==> src/rtl/uart_tx_sequencer.sv <==
// uart_tx_sequencer
// UART transmit frame sequencer. Latches one word per valid/ready handshake
// and shifts it onto the serial line as start, data (LSB first), optional
// parity and stop bits, advancing one bit per t_tick pulse.
module uart_tx_sequencer #(
    parameter int DATA_BITS  = 8,
    parameter int PARITY_EN  = 0,
    parameter int PARITY_ODD = 0,
    parameter int STOP_BITS  = 1
) (
    input  logic                 clk_in,
    input  logic                 resetN,
    input  logic                 t_tick,
    input  logic [DATA_BITS-1:0] tx_data,
    input  logic                 tx_valid,
    output logic                 tx_ready,
    output logic                 tx_line,
    output logic                 busy,
    output logic                 done
);

    localparam int             CW        = (DATA_BITS > 1) ? $clog2(DATA_BITS) : 1;
    localparam logic [CW-1:0]  LAST_BIT  = CW'(DATA_BITS - 1);
    localparam logic [CW-1:0]  CNT_ONE   = CW'(1);
    localparam logic           LAST_STOP = (STOP_BITS == 2);
    localparam logic           ODD_SEL   = (PARITY_ODD != 0);
    localparam logic           PAR_ON    = (PARITY_EN != 0);

    typedef enum logic [2:0] {
        S_IDLE,
        S_ARMED,
        S_START,
        S_DATA,
        S_PARITY,
        S_STOP
    } state_t;

    state_t               r_state;
    logic [DATA_BITS-1:0] r_shift;
    logic [CW-1:0]        r_bit_cnt;
    logic                 r_stop_cnt;
    logic                 r_parity;
    logic                 r_line;
    logic                 r_ready;
    logic                 r_busy;
    logic                 r_done;
    logic                 w_accept;

    assign w_accept = tx_valid && r_ready;

    // Frame FSM: handshake capture, per-tick bit sequencing and registered outputs.
    // The shift register is consumed LSB first, so the current data bit is always r_shift[0];
    // parity is computed once at capture time from the full latched word.
    always_ff @(posedge clk_in or negedge resetN) begin
        if (!resetN) begin
            r_state    <= S_IDLE;
            r_shift    <= '0;
            r_bit_cnt  <= '0;
            r_stop_cnt <= 1'b0;
            r_parity   <= 1'b0;
            r_line     <= 1'b1;
            r_ready    <= 1'b1;
            r_busy     <= 1'b0;
            r_done     <= 1'b0;
        end else begin
            r_done <= 1'b0;
            case (r_state)
                S_IDLE: begin
                    if (w_accept) begin
                        r_shift  <= tx_data;
                        r_parity <= (^tx_data) ^ ODD_SEL;
                        r_state  <= S_ARMED;
                        r_ready  <= 1'b0;
                        r_busy   <= 1'b1;
                    end
                end
                S_ARMED: begin
                    if (t_tick) begin
                        r_line  <= 1'b0;
                        r_state <= S_START;
                    end
                end
                S_START: begin
                    if (t_tick) begin
                        r_line    <= r_shift[0];
                        r_shift   <= r_shift >> 1;
                        r_bit_cnt <= '0;
                        r_state   <= S_DATA;
                    end
                end
                S_DATA: begin
                    if (t_tick) begin
                        if (r_bit_cnt < LAST_BIT) begin
                            r_bit_cnt <= r_bit_cnt + CNT_ONE;
                            r_line    <= r_shift[0];
                            r_shift   <= r_shift >> 1;
                        end else if (PAR_ON) begin
                            r_line  <= r_parity;
                            r_state <= S_PARITY;
                        end else begin
                            r_line     <= 1'b1;
                            r_stop_cnt <= 1'b0;
                            r_state    <= S_STOP;
                        end
                    end
                end
                S_PARITY: begin
                    if (t_tick) begin
                        r_line     <= 1'b1;
                        r_stop_cnt <= 1'b0;
                        r_state    <= S_STOP;
                    end
                end
                S_STOP: begin
                    if (t_tick) begin
                        if (r_stop_cnt == LAST_STOP) begin
                            r_state <= S_IDLE;
                            r_done  <= 1'b1;
                            r_ready <= 1'b1;
                            r_busy  <= 1'b0;
                        end else begin
                            r_stop_cnt <= 1'b1;
                        end
                    end
                end
                default: begin
                    r_state <= S_IDLE;
                    r_line  <= 1'b1;
                    r_ready <= 1'b1;
                    r_busy  <= 1'b0;
                end
            endcase
        end
    end

    assign tx_ready = r_ready;
    assign busy     = r_busy;
    assign tx_line  = r_line;
    assign done     = r_done;

endmodule

==> config.mk <==
export PLATFORM = sky130hd
export DESIGN_NAME = uart_tx_sequencer
export DESIGN_NICKNAME = d
export VERILOG_FILES = /design/src/rtl/uart_tx_sequencer.sv
export SDC_FILE = /design/constraint.sdc
export NUM_CORES = 1
export LEC_CHECK = 0
export ABC_CLOCK_PERIOD_IN_PS = 1200
export CAP_MARGIN = 5
export CORE_MARGIN = 5
export CORE_UTILIZATION = 46
export DETAILED_ROUTE_END_ITERATION = 8
export PLACE_DENSITY = 0.73
export SLEW_MARGIN = 0
export SYNTH_ARGS = -nofsm -noshare
export SYNTH_HDL_FRONTEND = slang
export SYNTH_SLANG_ARGS = --single-unit
==> constraint.sdc <==
create_clock -name clk_in -period 1.2 [get_ports clk_in]
set_input_delay 0.18 -clock clk_in [delete_from_list [all_inputs] [get_ports clk_in]]
set_output_delay 0.18 -clock clk_in [all_outputs]
set_load 0.02 [all_outputs]
### Yosys cells after proc, flatten, opt, wreduce, memory -nomap -nowiden

Index checks and enable logic that the tools add are counted.

| word-level totals | value |
|---|---|
| output and inout port bits | 4 |
| latch bits | 0 |
| bits in writable memories | 0 |
| ROM bits | 0 |
| memories kept | 0 |
| flip-flop bits (word level) | 19 |

| operators by class | value |
|---|---|
| magnitude comparators | 1 |
| multiply operators | 0 |
| divide/modulo/power cells | 0 |
| multiplexer cells | 40 |
| equal/unequal tests | 14 |
| add/sub/neg operators | 1 |
| reductions and logical operators | 13 |
| shift-type cells | 0 |
| bitwise logic cells | 2 |

Operator list:

| kind | count |
|---|---|
| $mux 3 | 11 |
| $mux 8 | 4 |
| $pmux 8 s3 | 1 |
| $mux 1 | 18 |
| $ne 2x2->1 const B | 9 |
| $pmux 3 s6 | 1 |
| $reduce_and 5->1 | 3 |
| $pmux 1 s3 | 3 |
| $reduce_and 4->1 | 2 |
| $reduce_and 8->1 | 1 |
| $eq 3x2->1 const B | 2 |
| $eq 3x3->1 const B | 2 |
| $pmux 3 s2 | 1 |
| $reduce_bool 3->1 | 2 |
| $pmux 1 s5 | 1 |
| $reduce_or 4->1 | 1 |
| $add 3x1->3 const B | 1 |
| $eq 3x1->1 const B | 1 |
| $logic_not 3->1 | 1 |
| $lt 3x3->1 const B | 1 |
| $not 1->1 | 2 |
| $reduce_bool 2->1 | 1 |
| $reduce_or 2->1 | 1 |
| $logic_and 1x1->1 | 1 |

### Logic depth before layout (Yosys ltp)

Gate-level depths: netlist of the first run.

| logic depth | value |
|---|---|
| depth after elaboration | 4 |
| depth in mapped cells | 6 |

### Least setup slack after synthesis of the first run

OpenSTA, ideal clock, no wires.

| timing path | value |
|---|---|
| path type | flip-flop to flip-flop |
| start | reg r_ready, in the netlist tx_ready |
| end | reg r_shift[0] |
| required time | 1.078 ns |
| stages on the path, launching flop included | 6 |
| setup time | 0.122 ns |
| arrival | 1.211 ns |
| path slack | -0.133 ns |
| cell sequence | dfstp_2 > a21o_1 > a22o_4 > and2_4 > buf_6 > a21oi_2 |

| between the ends | value |
|---|---|
| cells in the longest elaborated chain, start to end | 3 |

RTL lines:

| element | line | RTL |
|---|---|---|
| from (decl) | 44 | `logic r_ready;` |
| from (signal assigned) | 62 | `r_ready <= 1'b1;` |
| from (signal assigned) | 73 | `r_ready <= 1'b0;` |
| from (signal assigned) | 119 | `r_ready <= 1'b1;` |
| $logic_and 1x1->1 | 49 | `assign w_accept = tx_valid && r_ready;` |
| $ne 2x2->1 (no line) | - |  |
| $reduce_and 5->1 (no line) | - |  |
| to (signal assigned) | 70 | `r_shift <= tx_data;` |
| to (signal assigned) | 86 | `r_shift <= r_shift >> 1;` |
| to (signal assigned) | 96 | `r_shift <= r_shift >> 1;` |
| to (decl) | 39 | `logic [DATA_BITS-1:0] r_shift;` |

Every way passes these cells.
A chain may end at the register's enable or synchronous reset.

### Worst setup path after layout of the first run

Ends and elaborated chain as after synthesis.

==> results.sh, run 1 <==
export IMPL_rsz0062_at_grt="yes"
export IMPL_grt_pass1_wl_microns=3880
export IMPL_grt_pass1_vias=874
export IMPL_mostFrequentLayoutCell="buf_4"
export IMPL_critPathCaptureType="register"
export IMPL_htreeDepth=1
export IMPL_wl_met2_microns=1160
export IMPL_pwr_share_clk=0.352
export IMPL_p_switching_w=0.000224
export IMPL_ys_ff_latch=18
export IMPL_max_stage_delay_ns=0.58
export IMPL_critPathBufInv=0
export IMPL_routed_top_layer="met4"
export IMPL_period_needed_ns=1.32
export IMPL_worst_path_max_fanout=8
export IMPL_syn_nets=107
export IMPL_violations="setup timing"
export IMPL_p_int_w=0.000841
export IMPL_synth_warnings=0
export IMPL_cts_root_buf="clkbuf_4"
export IMPL_drv_cap=0
export IMPL_gp_congestion=0.784
export IMPL_num_vias=833
export IMPL_drtIter0Drc=7
export IMPL_crit_chain="a21o_1, a22o_4, and2_4, a21oi_2"
export IMPL_grt_max_degree=19
export IMPL_first_pass_iters=4
export IMPL_remaining_drc_errors=0
export IMPL_path_delay_family="flip-flops"
export IMPL_fin_cells=160
export IMPL_cts_hold_buffers_added=0
export IMPL_slowest_stage="dfstp_2"
export IMPL_ff2ff_setup_slack_ns=-0.12
export IMPL_final_cell_mix="buf_4 (20), a21oi_1 (13), dfrtp_1 (13), clkdlybuf4s50_1 (11), a21oi_2 (10)"
export IMPL_cp_arrival_ns=1.51
export IMPL_routed_wirelength_microns=2210
export IMPL_hold_violations=0
export IMPL_switching_share=0.210
export IMPL_path_clk_slew_ns=0.10
export IMPL_wl_met3_microns=70
export IMPL_grt_total_usage=0.151
export IMPL_power_density_nw_per_um2=736
export IMPL_synthCells=94
export IMPL_cp_start_kind="register"
export IMPL_worst_setup_path_type="reg2reg"
export IMPL_clockBufferDepth=2
export IMPL_overflow=0
export IMPL_peakVddDrop_uv=541
export IMPL_worstHoldPathType="in2async"
export IMPL_final_antenna_net_count=0
export IMPL_avgRoutedWirePerCell_microns=13.8
export IMPL_syn_area_sq_um=978
export IMPL_diodes=0
export IMPL_drive_gt1_frac=0.459
export IMPL_fin_setup_tns_ns=-1.09
export IMPL_syn_area_per_cell_sq_um=10.4
export IMPL_place_hpwl_microns=1460
export IMPL_clock_skew_ns=0.00151
export IMPL_finalCritPeriodShare=1.10
export IMPL_nets=147
export IMPL_maxSlewHeadroom=0.827
export IMPL_setup_viol=13
export IMPL_antenna_found_initial=0
export IMPL_tightest_slew_ns=0.258
export IMPL_num_rows=16
export IMPL_cts_buffers=3
export IMPL_insertion_delay_ns=0.29
export IMPL_core_sq_um=2000
export IMPL_max_freq_mhz=759
export IMPL_leakagePower_nw=0.707
export IMPL_p_seq_frac=0.569
export IMPL_die_area_sq_um=3150
export IMPL_cts_tree="built"
export IMPL_synthDistinctLibCells=34
export IMPL_placedCellCount=148
export IMPL_via_per_inst=5.21
export IMPL_drt_met1_wl_microns=977
export IMPL_maxSlewViolCount=0
export IMPL_cp_required_ns=1.39
export IMPL_synthToLayoutAreaGrowth_pct=48.0
export IMPL_status="finished with violations"
export IMPL_io_buffer_count=15
export IMPL_pin_count=16
export IMPL_clock_sinks=18
export IMPL_p_comb_frac=0.079
export IMPL_initial_core_util=0.489
export IMPL_die_height_microns=56.1
export IMPL_die_x_microns=56.1
export IMPL_setup_slack_ns=-0.118
export IMPL_ys_seq_area_frac=0.463
==> metrics by stage <==
| stage | hold slack, ns | setup WS, ns | utilization | total power (W) | cell area, sq um |
|---|---|---|---|---|---|
| 3_3_place_gp | 0.491 | -0.275 | 0.638 | 0.000697 | 1280 |
| 3_5_place_dp | 0.492 | -0.300 | 0.638 | 0.000698 | 1280 |
| 4_1_cts | 0.213 | -0.104 | 0.703 | 0.00108 | 1410 |
| 5_1_grt | 0.204 | -0.177 | 0.723 | 0.00112 | 1450 |
| 2_1_floorplan | -0.116 | -0.133 | - | 0.000636 | 1000 |
| 6_report | 0.216 | -0.118 | 0.723 | 0.00107 | 1450 |
==> kinds of logic after synthesis <==
family	synth area share
and+or+nand+nor	0.141
adders and majority gates	0.0128
buffers and inverters	0.0512
AOI/OAI and AO/OA	0.260
muxes	0.0729
DFF	0.463
==> worst register-to-register path, cell delays in order, from the launching register on <==
cell and delay (ns):
dfstp_2 0.58, a21o_1 0.16, a22o_4 0.17, and2_4 0.23, a21oi_2 0.08
==> power by group through the flow <==
stage	registers, W	logic, W	clock network [W]
2_1_floorplan	0.000618	0.0000176	0
3_3_place_gp	0.000618	0.0000791	0
3_5_place_dp	0.000618	0.0000801	0
4_1_cts	0.000607	0.0000832	0.000387
5_1_grt	0.000607	0.0000907	0.000418
6_report	0.000606	0.0000840	0.000375
==> final timing paths <==
check,startpoint,to,cells after the start
worst min register to register,r_shift[1]$_DFFE_PN0P_,r_shift[1]$_DFFE_PN0P_,2
max in group asynchronous,resetN,tx_ready$_DFFE_PN1P_,2
worst max-delay path,tx_ready$_DFFE_PN1P_,r_shift[0]$_DFFE_PN0P_,4
worst min-delay path,resetN,done$_DFF_PN0_,2
worst max register to register,tx_ready$_DFFE_PN1P_,r_shift[0]$_DFFE_PN0P_,4
min in group clk_in,r_shift[1]$_DFFE_PN0P_,r_shift[1]$_DFFE_PN0P_,2
==> sequential cells by signal, summed over array words and instances, names as in the netlist <==
name,flops
r_shift,8
r_bit_cnt,3
r_state,3
busy,1
done,1
tx_line,1
tx_ready,1
==> metal layers <==
layer | global-route usage | up-vias
met5 | 0 | -
met4 | 0.0305 | 0
met3 | 0.0464 | 2
met2 | 0.269 | 11
met1 | 0.178 | 402
li1 | - | 418
==> synth_stat cells (all sizes together) <==
master  count  area share
nand3b      1      0.0077
nand2b      1      0.0064
dfstp       2       0.054
dfrtp      16        0.41
a221oi      1      0.0090
nand2       7       0.027
nor3b       1      0.0077
ha          1       0.013
and2        1      0.0090
o22ai       1      0.0064
buf         6       0.040
a21boi      1      0.0077
o21bai      1      0.0077
inv         3       0.012
o21ai       2       0.014
a22o        2       0.027
mux2        1       0.012
nor2        3       0.014
and4b       1       0.010
nand3       3       0.015
nor2b       3       0.019
a21oi      23        0.14
nand4       2       0.013
and3        1       0.012
mux2i       6       0.061
a31oi       2       0.028
a21o        2       0.015
==> cell type report <==
cell class,count,area (sq um)
inverters,3,11.3
multi-input cells,67,536
fillers,151,554
clock buffers,4,36.3
repair buffers,41,374
flip-flops and latches,18,457
well taps,27,33.8
==> repair_timing <==
item,CTS,global route
resized for setup,26,12
setup buffers,7,2
setup endpoints to repair,15,18
hold endpoints to repair,0,0
pin swaps,5,3
No activity file was read; power rests on OpenSTA's default activity.
==> inputs of run 2 (changes only) <==
--- a/config.mk
+++ b/config.mk
@@ -8,9 +8,8 @@
 export ABC_CLOCK_PERIOD_IN_PS = 1200
 export CAP_MARGIN = 5
 export CORE_MARGIN = 5
-export CORE_UTILIZATION = 46
+export CORE_UTILIZATION = 30
 export DETAILED_ROUTE_END_ITERATION = 8
-export PLACE_DENSITY = 0.73
 export SLEW_MARGIN = 0
 export SYNTH_ARGS = -nofsm -noshare
 export SYNTH_HDL_FRONTEND = slang
==> run 2 against run 1 <==
The run still ends with setup timing left. Sequential cell count is the same. Non-clock buffer count grew 1. Die area grew 43%. Clock power shrank 16%. Wire length grew 4.2%. Critical path depth is the same. Core utilization shrank 24 points. Register-to-register slack is essentially flat. First-iteration DRC count grew to 12 times the previous value. Fmax is essentially flat. Cell area grew 3.0%.
==> results.sh, run 2 (synthesis gave the netlist of run 1 again) <==
export IMPL_place_hpwl_microns=1620
export IMPL_critPathBufInv=0
export IMPL_tightest_slew_ns=0.319
export IMPL_final_antenna_net_count=0
export IMPL_clock_sinks=18
export IMPL_setup_slack_ns=-0.119
export IMPL_drtIter0Drc=82
export IMPL_pin_count=16
export IMPL_critPathCaptureType="register"
export IMPL_violations="setup timing"
export IMPL_path_delay_family="compound AO/OA/AOI/OAI gates"
export IMPL_reg_top3="r_shift (8), r_bit_cnt (3), r_state (3)"
export IMPL_gp_congestion=0.719
export IMPL_cts_tree="built"
export IMPL_grt_pass1_vias=895
export IMPL_worst_path_max_fanout=8
export IMPL_grt_pass1_wl_microns=4000
export IMPL_cp_required_ns=1.42
export IMPL_worst_setup_path_type="reg2reg"
export IMPL_peakVddDrop_uv=514
export IMPL_overflow=0
export IMPL_routed_wirelength_microns=2310
export IMPL_drt_met1_wl_microns=993
export IMPL_crit_path_start="r_state[2]$_DFFE_PN0P_"
export IMPL_io_buffer_count=15
export IMPL_leakagePower_nw=0.723
export IMPL_avgRoutedWirePerCell_microns=13.0
export IMPL_remaining_drc_errors=0
export IMPL_routed_top_layer="met4"
export IMPL_cp_arrival_ns=1.54
export IMPL_num_vias=840
export IMPL_finish_utilization=0.481
export IMPL_diodes=0
export IMPL_path_clk_slew_ns=0.11
export IMPL_power_density_nw_per_um2=669
export IMPL_r2r_start="r_state[2]$_DFFE_PN0P_"
export IMPL_num_rows=20
export IMPL_clockBufferDepth=2
export IMPL_place_area_sq_um=1300
export IMPL_grt_total_usage=0.117
export IMPL_status="finished with violations"
export IMPL_grt_max_degree=19
export IMPL_maxSlewViolCount=0
export IMPL_die_height_microns=67.1
export IMPL_final_cell_mix="buf_4 (16), dfrtp_1 (13), a21oi_1 (11), a21oi_2 (11)"
export IMPL_period_needed_ns=1.32
export IMPL_final_area_sq_um=1490
export IMPL_cts_hold_buffers_added=0
export IMPL_antenna_found_initial=0
export IMPL_insertion_delay_ns=0.30
export IMPL_max_freq_mhz=758
export IMPL_via_per_inst=4.72
export IMPL_die_x_microns=67.1
export IMPL_wl_met2_microns=1200
export IMPL_drive_gt1_frac=0.463
export IMPL_synthToLayoutAreaGrowth_pct=52.4
export IMPL_mostFrequentLayoutCell="buf_4"
export IMPL_wl_met3_microns=102
export IMPL_cts_buffers=3
export IMPL_rsz0062_at_grt="yes"
export IMPL_core_sq_um=3100
export IMPL_initial_core_util=0.315
export IMPL_hold_violations=0
export IMPL_largest_reg_flops=8
export IMPL_slowest_stage="dfrtp_2"
export IMPL_clock_skew_ns=0.0144
export IMPL_maxSlewHeadroom=0.787
export IMPL_nets=148
export IMPL_worstHoldPathType="in2async"
export IMPL_htreeDepth=1
export IMPL_die_area_sq_um=4500
export IMPL_first_pass_iters=4
export IMPL_setup_viol=13
export IMPL_max_stage_delay_ns=0.46
export IMPL_finalCritPeriodShare=1.10
export IMPL_crit_chain="a21o_1, a22o_4, and2_4, a21oi_2"
export IMPL_cp_start_kind="register"
export IMPL_largest_register="r_shift"
export IMPL_drv_cap=0
export IMPL_cts_root_buf="clkbuf_4"
==> run 2: cell count changes in the layout (fill, tap and decap cells not counted), moves of 2 or more <==
cell	delta
buf_6	+3
buf_12	+2
buf_4	-4
a21oi_1	-2
==> run 2: area by class of cell <==
type	instances	area, sq um
Clock buffer	4	26.3
Fill cell	305	1610
Inverter	3	11.3
Multi-Input combinational cell	67	523
Sequential cell	18	457
Tap cell	44	55.1
Timing Repair Buffer	42	419
==> run 2: metrics by stage <==
| step | power [W] | hold WS (ns) | worst slack, ns | setup TNS [ns] | std cells |
|---|---|---|---|---|---|
| floorplan | 0.000636 | -0.116 | -0.133 | -1.06 | 94 |
| global placement | 0.000692 | 0.500 | -0.284 | -4.20 | 164 |
| detailed placement | 0.000694 | 0.500 | -0.339 | -4.70 | 164 |
| CTS | 0.00101 | 0.195 | -0.128 | -1.17 | 174 |
| global route | 0.00105 | 0.215 | -0.165 | -1.63 | 178 |
| finish | 0.000998 | 0.194 | -0.119 | -1.06 | 178 |
==> run 2: routing by layer <==
metal / vias up / track usage
met5: - / 0
met4: 0 / 0.0228
met3: 2 / 0.0438
met2: 15 / 0.205
met1: 406 / 0.137
li1: 417 / -
==> run 2: final timing paths <==
path | to | slack [ns] | depth (start not counted)
worst max-delay path | r_shift[3]$_DFFE_PN0P_ | -0.12 | 4
worst min-delay path | r_bit_cnt[1]$_DFFE_PN0P_ | 0.19 | 2
worst max register to register | r_shift[3]$_DFFE_PN0P_ | -0.12 | 4
worst min register to register | r_shift[2]$_DFFE_PN0P_ | 0.52 | 2
max in group asynchronous | tx_ready$_DFFE_PN1P_ | 0.73 | 2
min in group clk_in | r_state[2]$_DFFE_PN0P_ | 0.36 | 3
==> run 2: timing repair <==
item / CTS / global route
pin swaps: 4 / 4
endpoints found under the setup margin: 17 / 19
buffers inserted: 6 / 4
gates cloned: 0 / 0
gates resized for setup: 20 / 18
==> run 2: power breakdown <==
| group | total [W] | switching [W] | internal [W] |
|---|---|---|---|
| registers | 0.000606 | 0 | 0.000606 |
| logic | 0.0000765 | 0.0000325 | 0.0000439 |
| clock network | 0.000315 | 0.000186 | 0.000129 |
| total | 0.000998 | 0.000219 | 0.000780 |
==> inputs of run 3 (changes only) <==
--- a/config.mk
+++ b/config.mk
@@ -9,8 +9,8 @@
 export CAP_MARGIN = 5
 export CORE_MARGIN = 5
 export CORE_UTILIZATION = 30
+export CTS_CLUSTER_DIAMETER = 60
 export DETAILED_ROUTE_END_ITERATION = 8
-export SLEW_MARGIN = 0
 export SYNTH_ARGS = -nofsm -noshare
 export SYNTH_HDL_FRONTEND = slang
 export SYNTH_SLANG_ARGS = --single-unit
==> results of run 3 <==
Same layout as run 2: the final DEF is identical, and so are final timing and power.
